File: config.mk
export PLATFORM = sky130hd
export DESIGN_NAME = hs32_regport
export DESIGN_NICKNAME = d
export VERILOG_FILES = /design/src/rtl/hs32_regport.sv
export SDC_FILE = /design/constraint.sdc
export NUM_CORES = 1
export LEC_CHECK = 0
export BUFFER_PORTS_ARGS = -buffer_cell sky130_fd_sc_hd__clkbuf_2
export CORE_MARGIN = 2
export CORE_UTILIZATION = 23
export CTS_CLUSTER_SIZE = 28
export DETAILED_ROUTE_END_ITERATION = 8
export REMOVE_ABC_BUFFERS = 1
export SKIP_CTS_REPAIR_TIMING = 1
export SLEW_MARGIN = 30
export SYNTH_ARGS = -nofsm -noshare
export SYNTH_HDL_FRONTEND = slang
export SYNTH_SLANG_ARGS = --single-unit
File: constraint.sdc
create_clock -name clk -period 1.4 [get_ports clk]
set_input_delay 0.14 -clock clk [delete_from_list [all_inputs] [get_ports clk]]
set_output_delay 0.14 -clock clk [all_outputs]
set_load 0.02 [all_outputs]
File: src/rtl/hs32_regport.sv
`timescale 1ns/1ps
`default_nettype none
// ============================================================================
//  Module   : hs32_regport
//  Purpose  : Access port in front of the hs32 register file. Arbitrates
//             write-backs against operand fetches (writes win, with a
//             bounded-starvation guard for reads), sequences the registered
//             read, and holds the fetched operands behind a valid/ready
//             response.
//  Revision : 1.0  initial release
// ============================================================================
module hs32_regport #(
    parameter int WB_STALL_MAX = 4
) (
    input  logic        clk,
    input  logic        reset,
    // write-back stream from execute
    input  logic        wb_valid,
    output logic        wb_ready,
    input  logic [3:0]  wb_adr,
    input  logic [31:0] wb_data,
    // operand fetch stream from decode
    input  logic        req_valid,
    output logic        req_ready,
    input  logic [3:0]  req_rs1,
    input  logic [3:0]  req_rs2,
    // operand response
    output logic        rsp_valid,
    input  logic        rsp_ready,
    output logic [31:0] rsp_op1,
    output logic [31:0] rsp_op2,
    // register file port
    output logic        rf_we,
    output logic [3:0]  rf_wadr,
    output logic [31:0] rf_din,
    output logic [3:0]  rf_radr1,
    output logic [3:0]  rf_radr2,
    input  logic [31:0] rf_dout1,
    input  logic [31:0] rf_dout2
);

    localparam int              c_CW        = (WB_STALL_MAX < 1) ? 1 : $clog2(WB_STALL_MAX + 1);
    localparam logic [c_CW-1:0] c_DEFER_MAX = c_CW'(WB_STALL_MAX);

    localparam logic [1:0] c_ST_IDLE  = 2'd0;
    localparam logic [1:0] c_ST_FETCH = 2'd1;
    localparam logic [1:0] c_ST_RESP  = 2'd2;

    logic [1:0]      r_state;
    logic [1:0]      w_state_nxt;
    logic [c_CW-1:0] r_defer_cnt;
    logic [3:0]      r_radr1;
    logic [3:0]      r_radr2;
    logic [31:0]     r_op1;
    logic [31:0]     r_op2;
    logic            w_slot_free;
    logic            w_issue;
    logic            w_defer_inc;

    // Arbitration: a read may only start when the response slot is (or is
    // becoming) empty, and it beats a write only once the guard has expired.
    assign w_slot_free = (r_state == c_ST_IDLE) || ((r_state == c_ST_RESP) && rsp_ready);
    assign w_issue     = req_valid && w_slot_free && (!wb_valid || (r_defer_cnt == c_DEFER_MAX));
    assign w_defer_inc = req_valid && w_slot_free && wb_valid && !w_issue;

    assign req_ready = w_issue;
    assign wb_ready  = !w_issue;
    assign rf_we     = wb_valid && !w_issue;
    assign rf_wadr   = wb_adr;
    assign rf_din    = wb_data;

    // Addresses are presented live in the issue cycle and held afterwards so
    // the file keeps pointing at the same registers.
    assign rf_radr1  = w_issue ? req_rs1 : r_radr1;
    assign rf_radr2  = w_issue ? req_rs2 : r_radr2;

    assign rsp_valid = (r_state == c_ST_RESP);
    assign rsp_op1   = r_op1;
    assign rsp_op2   = r_op2;

    // State register.
    always_ff @(posedge clk) begin
        if (reset) begin
            r_state <= c_ST_IDLE;
        end else begin
            r_state <= w_state_nxt;
        end
    end

    // Next-state logic for the fetch sequencer.
    always_comb begin
        w_state_nxt = r_state;
        case (r_state)
            c_ST_IDLE: begin
                if (w_issue) begin
                    w_state_nxt = c_ST_FETCH;
                end
            end
            c_ST_FETCH: begin
                w_state_nxt = c_ST_RESP;
            end
            c_ST_RESP: begin
                if (rsp_ready) begin
                    w_state_nxt = w_issue ? c_ST_FETCH : c_ST_IDLE;
                end
            end
            default: begin
                w_state_nxt = c_ST_IDLE;
            end
        endcase
    end

    // Held read addresses and operand capture; the file's registered output
    // is valid in the cycle after issue, which is exactly the FETCH cycle.
    always_ff @(posedge clk) begin
        if (reset) begin
            r_radr1 <= 4'd0;
            r_radr2 <= 4'd0;
            r_op1   <= 32'd0;
            r_op2   <= 32'd0;
        end else begin
            if (w_issue) begin
                r_radr1 <= req_rs1;
                r_radr2 <= req_rs2;
            end
            if (r_state == c_ST_FETCH) begin
                r_op1 <= rf_dout1;
                r_op2 <= rf_dout2;
            end
        end
    end

    // Starvation guard: counts cycles a ready-to-go fetch lost to a write.
    always_ff @(posedge clk) begin
        if (reset) begin
            r_defer_cnt <= '0;
        end else if (w_issue || !req_valid) begin
            r_defer_cnt <= '0;
        end else if (w_defer_inc && (r_defer_cnt != c_DEFER_MAX)) begin
            r_defer_cnt <= r_defer_cnt + c_CW'(1);
        end
    end

endmodule
`default_nettype wire

==> impl_metrics.json <==
{
  "clkPwrFrac_pct": 45.7,
  "die_area_sq_um": 15100,
  "post_drt_wl_per_cell_microns": 14.5,
  "vias_per_cell": 4.24,
  "cts_buffers": 9,
  "core_area_sq_um": 13800,
  "fmax_mhz": 517,
  "violations": "setup timing",
  "min-delay-start": "rf_dout2[6]",
  "fin_cells": 707,
  "multiInputGateArea_sq_um": 1350,
  "pwr-share-comb_pct": 13.0,
  "track_usage_pct": 12.9,
  "worstPathMaxFanout": 8,
  "p_sw_uw": 1350,
  "finalCritPeriodShare_pct": 138,
  "drive_gt1_share_pct": 41.2,
  "die_w_microns": 123,
  "avgSynthCellArea_sq_um": 8.27,
  "hpwl_microns": 7000,
  "yosysSeqAreaShare_pct": 47.6,
  "fp-row-count": 43,
  "critPathMaxStageDelay_ns": 0.32,
  "p_sw_share_pct": 24.2,
  "r2r_start": "r_defer_cnt[0]",
  "dr.pass1.iters": 4,
  "grt-ovfl-total": 0,
  "yosys-top-cells-count": "nand2_1, dfxtp_1, a21oi_1, buf_4, nand2b_1",
  "crit_path_start": "r_defer_cnt[0]",
  "finClkSkew_ns": 0.00569,
  "port_buffers": 152,
  "finalSetupViolations": 20,
  "num_io_pins": 225,
  "cp.arrival_ns": 1.79,
  "crit_buf_inv": 3,
  "worstMarginPinSlew_ns": 0.436,
  "irDropWorstVdd_v": 0.000595,
  "power_frac_seq_pct": 41.4,
  "internal_power_uw": 4220,
  "fin_crit_ns": 1.93,
  "outcome": "finished, violations left",
  "slew_viol_final": 0,
  "initial_utilization_pct": 23.4,
  "drtIter0Drc": 167,
  "maxSlewHeadroom_pct": 70.9,
  "critPathTopFamily": "buffers and inverters",
  "critical_path.slowest_cell": "dfxtp_2",
  "die_h_microns": 123,
  "seqCellArea_sq_um": 1540,
  "async_flop_share_pct": 0,
  "cts_root_buffer": "clkbuf_16",
  "synth_area_leaders": "dfxtp_1, nand2_1, a21oi_1",
  "area_delta_synth_final_pct": 42.5,
  "synth_most_common_cell": "nand2_1",
  "ys_seq_elements": 77,
  "finalNetCount": 637,
  "hold_path_class": "in -> reg",
  "synth_area_leader_cell": "dfxtp_1",
  "endpoint_kind": "output port",
  "criticalPathCategory": "reg -> out",
  "drc": 0,
  "worst_slack_ns": -0.533,
  "worstPathRequired_ns": 1.26,
  "cts_tree": "built",
  "grt_pass1_wl_microns": 14400,
  "clkLatencyLatePin_ns": 0.34,
  "hold_violations": 0,
  "synthFlopType": "dfxtp_1",
  "n_antenna_cell": 0,
  "worstPathCellList": "inv_2 > ha_4 > a21boi_4 > nor3_4 > buf_12 > mux2_4 > buf_6",
  "synth_cell_types": 25,
  "syn-cell-area_sq_um": 3240,
  "rsz0062_at_grt": "yes",
  "yosysTopAreaCellShare_pct": 47.6,
  "drtAntennaViolNets": 0,
  "dp_cells": 678,
  "gp_congestion": 0.733,
  "dp_worst_setup_slack_ns": -0.289,
  "max_cap_viol_count": 0,
  "leakagePower_uw": 0.00201,
  "clock_sinks": 77,
  "n_fill_cell": 1480,
  "critPathLaunchType": "flip-flop",
  "grt_pass1_vias": 2637,
  "antenna_found_initial": 0,
  "num_vias": 2995,
  "cts-htree-levels": 3,
  "cts.path.max_buffers": 2,
  "clkSlewWorstSetupHoldPaths_ns": 0.06,
  "synth_edf_count": 0,
  "totalWireLength_microns": 10200,
  "synth_cells": 392,
  "power_density_nw_per_um2": 1210,
  "synth_warnings": 0,
  "grt_max_degree": 44
}
[worst paths after layout]
kind	end	slack [ns]	cells past startpoint
worst max-delay path	rf_radr2[3]	-0.53	7
worst min register to register	rsp_op1[27]	0.45	2
worst min-delay path	rsp_op2[6]	0.008	3
worst max register to register	r_radr1[3]	-0.24	10
[sequential cells by signal, indices dropped and copies added, names as in the netlist]
| name | flops |
|---|---|
| r_state | 2 |
| r_radr1 | 4 |
| rsp_op1 | 32 |
| r_defer_cnt | 3 |
| r_radr2 | 4 |
| rsp_op2 | 32 |
[metrics by stage]
step	TNS (ns)	hold WS [ns]	instance area (sq um)	total power [uW]	util, %
finish	-6.96	0.00813	4620	5570	33.4
global route	-8.27	0.00575	4620	5830	33.4
CTS	-7.03	-0.00573	4340	5580	31.4
detailed placement	-2.70	0.280	4020	2980	29.0
floorplan	-99.41	0.209	2830	2650	-
global placement	-2.40	0.280	4020	2970	29.0
[kinds of logic after synthesis]
logic type	count (synthesis)	share of synthesized area (%)
and+or+nand+nor	161	22.0
DFF	77	47.6
AOI/OAI and AO/OA	72	11.4
buffers and inverters	64	13.0
muxes	16	5.25
adders and majority gates	2	0.772
[cell type report]
type | count | area share, %
clock buffers | 10 | 5.17
repair buffers | 180 | 25.1
clock inverters | 6 | 1.87
multi-input cells | 251 | 29.3
inverters | 3 | 0.244
flip-flops and latches | 77 | 33.4
well taps | 180 | 4.88
[power by group through the flow]
stage / sequential [uW] / clock, uW / combinational (uW)
2_1_floorplan: 2430 / 0 / 220
3_5_place_dp: 2350 / 0 / 622
6_report: 2310 / 2540 / 722
5_1_grt: 2310 / 2730 / 789
4_1_cts: 2310 / 2650 / 624
3_3_place_gp: 2350 / 0 / 620
[tightest hold or removal path, cell delays in order]
cell	delay (ns)
clkbuf_2	0.08
nand2_1	0.04
a21oi_1	0.05
[cells in the final DEF (no fill, tap or decap), types with 2 or more instances in the layout]
cell type,instances
a21oi_1,68
buf_12,7
buf_4,17
buf_6,13
bufinv_16,2
clkbuf_16,10
clkbuf_2,141
clkinv_2,2
dfxtp_1,75
dfxtp_2,2
inv_2,3
mux2_4,8
mux2i_1,8
nand2_1,129
nand2b_1,19
nand4_1,2
nor2b_1,3
nor2b_4,2
o21ai_0,2
[per-layer routing]
layer	share of wire, %	GRT usage, %
met3	16	11.8
met5	0.48	2.43
met1	42	15.2
met2	39	15.7
met4	1.4	5.53
Power figures use the tool's default switching activity.
